$ cat src/rtl/uart_rx_ovs_if.sv
// Host-side receive port: holding register contents, per-frame flags and the valid/ready handshake.
interface uart_rx_ovs_if #(parameter int DATA_BITS = 8);
    logic [DATA_BITS-1:0] rx_data;
    logic                 rx_valid;
    logic                 rx_ready;
    logic                 parity_err;
    logic                 frame_err;
    logic                 overrun;

    modport master (output rx_data, rx_valid, parity_err, frame_err, overrun, input rx_ready);
    modport slave  (input rx_data, rx_valid, parity_err, frame_err, overrun, output rx_ready);
endinterface

$ cat src/rtl/uart_rx_ovs.sv
// Oversampling UART receiver: 3-sample majority per bit, one-entry holding register with
// valid/ready handshake, parity/framing flags and an overrun pulse.
module uart_rx_ovs #(
    parameter int    DATA_BITS = 8,
    parameter int    OVS       = 16,
    parameter string PARITY    = "NONE",
    parameter int    STOP_BITS = 1
) (
    input  logic          clk,
    input  logic          rst,
    input  logic          baud_tick,
    input  logic          rx,
    uart_rx_ovs_if.master host
);
    localparam int CW = $clog2(OVS);
    localparam logic [CW-1:0] C_LO  = CW'(OVS/2 - 1);
    localparam logic [CW-1:0] C_MID = CW'(OVS/2);
    localparam logic [CW-1:0] C_DEC = CW'(OVS/2 + 1);
    localparam logic [CW-1:0] C_END = CW'(OVS - 1);
    localparam logic [3:0]    LAST_DATA = 4'(DATA_BITS - 1);
    localparam bit HAS_PAR = (PARITY != "NONE");
    localparam bit ODD     = (PARITY == "ODD");

    typedef enum logic [2:0] {IDLE, START, DATA, PAR, STOP} state_t;
    state_t state, state_n;

    logic [1:0]           sync;
    logic                 rx_s;
    logic [CW-1:0]        cnt;
    logic [3:0]           bitn;
    logic                 s_lo, s_mid, maj, at_dec, at_end, done;
    logic [DATA_BITS-1:0] shreg;
    logic                 perr, ferr;

    // Sync flops reset high so leaving reset never looks like a start edge.
    always_ff @(posedge clk or posedge rst)
        if (rst) sync <= 2'b11;
        else     sync <= {sync[0], rx};
    assign rx_s = sync[1];

    assign maj    = (s_lo & s_mid) | (s_lo & rx_s) | (s_mid & rx_s);
    assign at_dec = baud_tick && (cnt == C_DEC);
    assign at_end = baud_tick && (cnt == C_END);

    always_ff @(posedge clk or posedge rst)
        if (rst) state <= IDLE;
        else     state <= state_n;

    always_comb begin
        state_n = state;
        done    = 1'b0;
        unique case (state)
            IDLE:  if (baud_tick && !rx_s) state_n = START;
            START: if (at_dec && maj) state_n = IDLE;
                   else if (at_end) state_n = DATA;
            DATA:  if (at_end && bitn == LAST_DATA) state_n = HAS_PAR ? PAR : STOP;
            PAR:   if (at_end) state_n = STOP;
            // Complete mid-bit so the next start edge can be caught without waiting out the stop bit.
            STOP:  if (at_dec && (STOP_BITS == 1 || bitn == 4'd1)) begin
                       state_n = IDLE;
                       done    = 1'b1;
                   end
            default: state_n = IDLE;
        endcase
    end

    always_ff @(posedge clk or posedge rst)
        if (rst) begin
            cnt   <= '0;
            bitn  <= '0;
            s_lo  <= 1'b1;
            s_mid <= 1'b1;
            shreg <= '0;
            perr  <= 1'b0;
            ferr  <= 1'b0;
        end else if (baud_tick) begin
            if (cnt == C_LO)  s_lo  <= rx_s;
            if (cnt == C_MID) s_mid <= rx_s;
            if (state_n == IDLE)    cnt <= '0;
            else if (state == IDLE) cnt <= CW'(1);
            else                    cnt <= (cnt == C_END) ? '0 : cnt + CW'(1);
            unique case (state)
                IDLE: begin
                    bitn <= '0;
                    perr <= 1'b0;
                    ferr <= 1'b0;
                end
                DATA: begin
                    if (at_dec) shreg <= {maj, shreg[DATA_BITS-1:1]};
                    if (at_end) bitn <= (bitn == LAST_DATA) ? 4'd0 : bitn + 4'd1;
                end
                PAR:  if (at_dec) perr <= ((^shreg) ^ maj) != ODD;
                STOP: begin
                    if (at_dec && !maj) ferr <= 1'b1;
                    if (at_end) bitn <= bitn + 4'd1;
                end
                default: ;
            endcase
        end

    always_ff @(posedge clk or posedge rst)
        if (rst) begin
            host.rx_data    <= '0;
            host.rx_valid   <= 1'b0;
            host.parity_err <= 1'b0;
            host.frame_err  <= 1'b0;
            host.overrun    <= 1'b0;
        end else begin
            host.overrun <= 1'b0;
            if (done) begin
                if (!host.rx_valid || host.rx_ready) begin
                    host.rx_data    <= shreg;
                    host.rx_valid   <= 1'b1;
                    host.parity_err <= perr;
                    host.frame_err  <= ferr | ~maj;
                end else begin
                    host.overrun <= 1'b1;
                end
            end else if (host.rx_valid && host.rx_ready) begin
                host.rx_valid <= 1'b0;
            end
        end
endmodule
$ cat src/flat_wrapper.sv
// flat-port wrapper written by rule: the top's interface ports become plain ports
module uart_rx_ovs_flat 
#(
    parameter int    DATA_BITS = 8,
    parameter int    OVS       = 16,
    parameter string PARITY    = "    ",
    parameter int    STOP_BITS = 1
)
  (clk, rst, baud_tick, rx, host_rx_data, host_rx_valid, host_parity_err, host_frame_err, host_overrun, host_rx_ready);
  uart_rx_ovs_if #(.DATA_BITS(DATA_BITS)) host_i ();
  input  logic clk;
  input  logic rst;
  input  logic baud_tick;
  input  logic rx;
  output wire logic [$bits(host_i.rx_data)-1:0] host_rx_data;
  output wire logic [$bits(host_i.rx_valid)-1:0] host_rx_valid;
  output wire logic [$bits(host_i.parity_err)-1:0] host_parity_err;
  output wire logic [$bits(host_i.frame_err)-1:0] host_frame_err;
  output wire logic [$bits(host_i.overrun)-1:0] host_overrun;
  input wire logic [$bits(host_i.rx_ready)-1:0] host_rx_ready;
  assign host_rx_data = host_i.rx_data;
  assign host_rx_valid = host_i.rx_valid;
  assign host_parity_err = host_i.parity_err;
  assign host_frame_err = host_i.frame_err;
  assign host_overrun = host_i.overrun;
  assign host_i.rx_ready = host_rx_ready;
  uart_rx_ovs #(.DATA_BITS(DATA_BITS), .OVS(OVS), .PARITY(PARITY), .STOP_BITS(STOP_BITS)) u_core (.clk(clk), .rst(rst), .baud_tick(baud_tick), .rx(rx), .host(host_i));
endmodule
$ cat config.mk
export PLATFORM = sky130hd
export DESIGN_NAME = uart_rx_ovs_flat
export DESIGN_NICKNAME = d
export VERILOG_FILES = /design/src/rtl/uart_rx_ovs_if.sv /design/src/rtl/uart_rx_ovs.sv /design/src/flat_wrapper.sv
export SDC_FILE = /design/constraint.sdc
export NUM_CORES = 1
export LEC_CHECK = 0
export ABC_AREA = 1
export ABC_CLOCK_PERIOD_IN_PS = 4100
export CORE_MARGIN = 4
export CORE_UTILIZATION = 61
export DETAILED_ROUTE_END_ITERATION = 6
export GPL_ROUTABILITY_DRIVEN = 1
export GPL_TIMING_DRIVEN = 0
export PLACE_DENSITY_LB_ADDON = 0.05
export SETUP_SLACK_MARGIN = 0.1
export SLEW_MARGIN = 5
export SYNTH_ARGS = -nofsm -noshare
export SYNTH_HDL_FRONTEND = slang
export SYNTH_SLANG_ARGS = --single-unit
$ cat constraint.sdc
create_clock -name clk -period 4.1 [get_ports clk]
set_input_delay 0.41 -clock clk [delete_from_list [all_inputs] [get_ports clk]]
set_output_delay 0.41 -clock clk [all_outputs]
set_load 0.01 [all_outputs]
==> flow_summary.yaml, run 1 <==
setup_path:
  critPathMaxStageDelay_ns: 0.63
  worstPathCellList: "clkdlybuf4s50_1, nand4_2, inv_2, nand2_1, buf_6, o21ai_0"
  crit_fanout: 10
  crit_arrival_ns: 1.97
  startpoint_type: "primary input"
  criticalPathCategory: "primary input to flip-flop"
  end_kind: "flip-flop"
  required_ns: 4.35
  slowest_stage: "clkdlybuf4s50_1"
job:
  drv_cap: 0
global_routing:
  grt_start_max_net_pins: 38
  grt_pass1_vias: 1355
  grt-ovfl-total: 0
  grt_pass1_wl_um: 5930
  antenna_found_initial: 0
  grt_usage: 0.189
synth:
  ys_types: 23
  seq_area_frac_synth: 0.499
  synth_most_common_cell: "nand2_1"
  ys_seq_elements: 37
  synth_edf_count: 0
  yosys_warnings: 0
  synth_top_area_frac: 0.442
  synthCells: 232
  ys_async_sr_fraction: 1.00
  synth_commonest_cells: "nand2_1 (73), dfrtp_1 (33), inv_1 (26)"
  avgSynthCellArea_um2: 8.05
  synth.area.top_cells: "dfrtp_1 (44%), nand2_1 (15%), dfstp_2 (5.6%)"
  syn-num-nets: 241
  mappedNetlistArea_mm2: 0.00187
  synth_top_cell_by_area: "dfrtp_1"
  synth_ff_type: "dfrtp_1"
clock_network:
  clkLatencyLatePin_ns: 0.35
  cts.clk_slew.worst_paths_ns: 0.10
  cts_setup_buffers: 0
  clock_tree.buffer_depth: 2
  numCtsBuffers: 5
  htreeDepth: 2
  cts-resized-gates: 0
  cts_tree: "yes"
  cts_sinks: 37
  hold_buffers: 0
  root_buffer: "clkbuf_4"
pwr:
  swShare: 0.311
  p_comb_frac: 0.222
  power_leakage_uw: 0.00107
  powerDensity_mw_per_mm2: 432
  p_seq_frac: 0.495
  clockPowerShare: 0.284
  p_int_uw: 640
  max-vdd-ir-drop_v: 0.000374
  power_switching_uw: 289
die:
  die_x_um: 63.3
  die_h_um: 63.3
  core_area_mm2: 0.00283
  die-area_mm2: 0.00401
  ioPinCount: 17
  initial_core_util: 0.660
  rows: 19
cells_and_area:
  fin_util: 0.760
  nNetsFinal: 264
  syn_to_final_growth_pct: 15.2
  finalInstanceArea_mm2: 0.00215
  fillers: 210
  drive_above_1_share: 0.129
  n_antenna_cell: 0
routing:
  drc: 0
  wl_met3_um: 135
  drtIter0Drc: 106
  met2_length_um: 1590
  dr.pass1.iters: 4
  viasPerCell: 5.37
  wl_um: 3380
  routed-via-count: 1540
  wl_met1_um: 1580
  post_drt_wl_per_cell_um: 11.8
  ant_nets: 0
  top_layer_used: "met4"
sta:
  setup_viol: 0
  max_slew_margin: 0.494
  max_slew.worst_pin.slew_ns: 0.758
  tns_ns: 0
  fmax_ghz: 0.580
  period_share: 0.420
  finalCriticalPeriod_ns: 1.72
  hold_viol: 0
  skew_ns: 0.0109
  finalMaxSlewViolations: 0
  rsz0062_at_grt: "no"
placed_design:
  dpl-instance-area_mm2: 0.00207
  place_congestion: 0.899
  io_buffers: 16
  hpwl_um: 2390
status:
  outcome: "complete, no violations"
worst_hold_path:
  hold_path_class: "flip-flop to flip-flop"
[state kept, by name, indices dropped and copies added (netlist names), 2 cells and up]
signal               cells
u_core.sync              2
u_core.shreg             8
u_core.host.rx_data      8
u_core.cnt               4
u_core.state             3
u_core.bitn              4
[layer usage]
metal,GRT usage,up-vias
li1,-,783
met1,0.232,718
met2,0.308,32
met3,0.0391,7
met4,0.105,0
met5,0,-
[cell type report]
cell class                      instances  area, um^2  share of cell area
Buffer                                  3        27.5              0.0128
Multi-Input combinational cell        162         793               0.369
Sequential cell                        37         931               0.433
Clock buffer                            7        55.1              0.0256
Inverter                               30         115              0.0535
Clock inverter                          1        30.0              0.0140
Timing Repair Buffer                   16         160              0.0745
Tap cell                               31        38.8              0.0180
[critical path: cells and delay by family]
family | cells | cell delay [ns]
buffers and inverters | 3 | 0.97
AO/OA/AOI/OAI | 1 | 0.22
AND/OR/NAND/NOR | 2 | 0.37
[cells in the final DEF (no fill, tap or decap), drive strengths merged]
| cell | count |
|---|---|
| a21oi | 5 |
| a22oi | 1 |
| buf | 3 |
| bufinv | 1 |
| clkbuf | 7 |
| clkdlybuf4s50 | 16 |
| dfrtp | 33 |
| dfstp | 4 |
| ha | 4 |
| inv | 30 |
| nand2 | 74 |
| nand3 | 14 |
| nand4 | 4 |
| nor2 | 26 |
| nor3 | 6 |
| o21ai | 26 |
| o22ai | 1 |
| xor2 | 1 |
[cells by family (layout without fill, tap and decap cells)]
kind of cell / after synthesis / in the layout / synth area share
compound gates: 33 / 33 / 0.109
xor+xnor: 1 / 1 / 0.00469
fa+ha+maj: 4 / 4 / 0.0268
buf+inv: 33 / 57 / 0.0764
flops: 37 / 37 / 0.499
simple gates: 124 / 124 / 0.285
[per-stage QoR]
| stage | std cells | hold slack [ns] | setup WS (ns) | power (uW) |
|---|---|---|---|---|
| after floorplan | 232 | 0.345 | 2.69 | 624 |
| after global placement | 279 | 0.347 | 2.05 | 665 |
| after detailed placement | 279 | 0.347 | 2.10 | 671 |
| after CTS | 287 | 0.369 | 2.41 | 934 |
| after global routing | 287 | 0.377 | 2.28 | 999 |
| final | 287 | 0.367 | 2.38 | 929 |
[worst paths after layout]
check	startpoint	end	slack, ns	depth (start not counted)
hold reg to reg	u_core.sync[0]	u_core.sync[1]	0.37	0
hold / removal	u_core.sync[0]	u_core.sync[1]	0.37	0
max in group asynchronous	rst	u_core.host.rx_valid	3.11	2
setup reg to reg	u_core.cnt[1]	u_core.shreg[2]	2.44	7
setup / recovery	baud_tick	u_core.shreg[2]	2.38	6
min in group asynchronous	rst	u_core.shreg[7]	0.50	2
[power groups by stage]
stage | clock [uW] | combinational [uW] | sequential (uW)
after floorplan | 0 | 168 | 456
after global placement | 0 | 199 | 466
after detailed placement | 0 | 206 | 465
after CTS | 269 | 207 | 458
after global routing | 291 | 241 | 467
final | 263 | 206 | 459
Note: power is estimated with default switching activity, not from simulation.
==> inputs of run 2 (changes only) <==
- ABC_CLOCK_PERIOD_IN_PS: 4100 -> 1700
- CORE_UTILIZATION: 61 -> 56
- clock period: 4.1 -> 1.7 ns (I/O delays scaled with it)
==> flow_summary.yaml, run 2 (synthesis results as in run 1) <==
sta:
  finalMaxSlewViolations: 0
  max_slew.worst_pin.slew_ns: 0.748
  period_share: 0.922
  setup_viol: 0
  fin_ws_ns: 0.133
  skew_ns: 0.00533
  hold_viol: 0
  finalCriticalPeriod_ns: 1.57
  max_slew_margin: 0.501
  rsz0062_at_grt: "yes"
  fmax_ghz: 0.638
cells_and_area:
  layout_commonest_cell: "nand2_1"
  n_antenna_cell: 0
  fillers: 246
  nNetsFinal: 279
  multiInputGateArea_um2: 872
  drive_above_1_share: 0.232
  reg_top3: "u_core.host.rx_data: 8 flops, u_core.shreg: 8 flops"
  ff_latch_area_um2: 935
  fin_util: 0.756
  syn_to_final_growth_pct: 26.7
  final_cell_mix: "nand2_1 (71), dfrtp_1 (30), inv_1 (22)"
placed_design:
  io_buffers: 16
  place_congestion: 0.901
  place_ws_ns: -0.0571
  hpwl_um: 2420
die:
  die_x_um: 65.7
  die-area_mm2: 0.00432
  initial_core_util: 0.597
  die_h_um: 65.7
  ioPinCount: 17
  core_area_mm2: 0.00313
  rows: 20
pwr:
  max-vdd-ir-drop_v: 0.000707
  power_leakage_uw: 0.00113
  powerDensity_mw_per_mm2: 953
global_routing:
  grt_start_max_net_pins: 38
  grt-ovfl-total: 0
  grt_usage: 0.170
  grt_pass1_wl_um: 5790
  antenna_found_initial: 0
  grt_pass1_vias: 1351
clock_network:
  cts.clk_slew.worst_paths_ns: 0.10
  cts_tree: "yes"
  clkLatencyLatePin_ns: 0.32
  root_buffer: "clkbuf_4"
  numCtsBuffers: 5
  clock_tree.buffer_depth: 2
  cts_sinks: 37
  htreeDepth: 2
  hold_buffers: 0
setup_path:
  crit_arrival_ns: 1.79
  worstPathCellList: "buf_6, ha_4, nand4_1, nand2_1, nand3_2, nor2_2, nand3_2, nand2_1, nand2_1"
  critPathMaxStageDelay_ns: 0.39
  required_ns: 1.92
  cpLargestDelayFamily: "simple AND/OR/NAND/NOR gates"
  crit_fanout: 4
  crit_top_cell: "nand2_1"
  end_kind: "flip-flop"
  path_buf_inv: 1
  criticalPathCategory: "flip-flop to flip-flop"
  slowest_stage: "dfrtp_1"
  startpoint_type: "flip-flop"
status:
  outcome: "complete, no violations"
worst_hold_path:
  hold_path_class: "primary input to flip-flop"
routing:
  ant_nets: 0
  post_drt_wl_per_cell_um: 12.3
  drc: 0
  wl_um: 3890
  drtIter0Drc: 108
  viasPerCell: 5.02
  dr.pass1.iters: 4
  routed-via-count: 1581
job:
  drv_cap: 0
-- run 2: cell count changes in the layout (fill, tap and decap cells not counted), sizes merged --
cell | previous run | this run
buf | 3 | 16
inv | 30 | 29
bufinv | 1 | 0
clkbuf | 7 | 9
clkinv | 0 | 2
-- run 2: repair_timing --
action,CTS,global route
gates resized for setup,0,29
endpoints found under the setup margin,0,26
buffers inserted,0,13
-- run 2: layout make-up --
cell class	instances	area share
Sequential cell	37	0.395
Multi-Input combinational cell	162	0.369
Timing Repair Buffer	30	0.124
Inverter	30	0.0508
Tap cell	44	0.0233
Clock buffer	8	0.0206
Buffer	3	0.0153
Timing Repair inverter	1	0.00212
-- run 2: power breakdown --
group	internal (uW)	total (uW)	switching, uW
Combinational	309	728	419
Clock	165	425	259
Sequential	1020	1100	87.8
-- run 2: layer usage --
layer,wire length (um),vias up,global-route usage
met5,0,-,0
met4,30,0,0.0466
met3,125,4,0.0410
met2,2080,26,0.274
met1,1650,737,0.229
li1,-,814,-
-- run 2: path summary, 6_finish.rpt --
kind	from	depth (start not counted)	endpoint	slack [ns]
min	rx	1	u_core.sync[0]	0.24
max in group asynchronous	rst	2	u_core.state[1]	0.88
min reg2reg	u_core.sync[0]	0	u_core.sync[1]	0.36
min in group asynchronous	rst	2	u_core.host.rx_data[1]	0.29
max	u_core.cnt[0]	9	u_core.cnt[0]	0.13
max reg2reg	u_core.cnt[0]	9	u_core.cnt[0]	0.13
-- run 2: per-stage QoR --
step / power, uW / instance area (um^2) / hold slack [ns] / cells / TNS (ns)
2_1_floorplan: 1510 / 1870 / 0.174 / 232 / 0
3_3_place_gp: 1600 / 2080 / 0.347 / 292 / -3.76
3_5_place_dp: 1620 / 2080 / 0.347 / 292 / -0.335
4_1_cts: 2050 / 2130 / 0.230 / 300 / 0
5_1_grt: 2430 / 2370 / 0.231 / 315 / -0.0808
6_report: 2260 / 2370 / 0.242 / 315 / 0
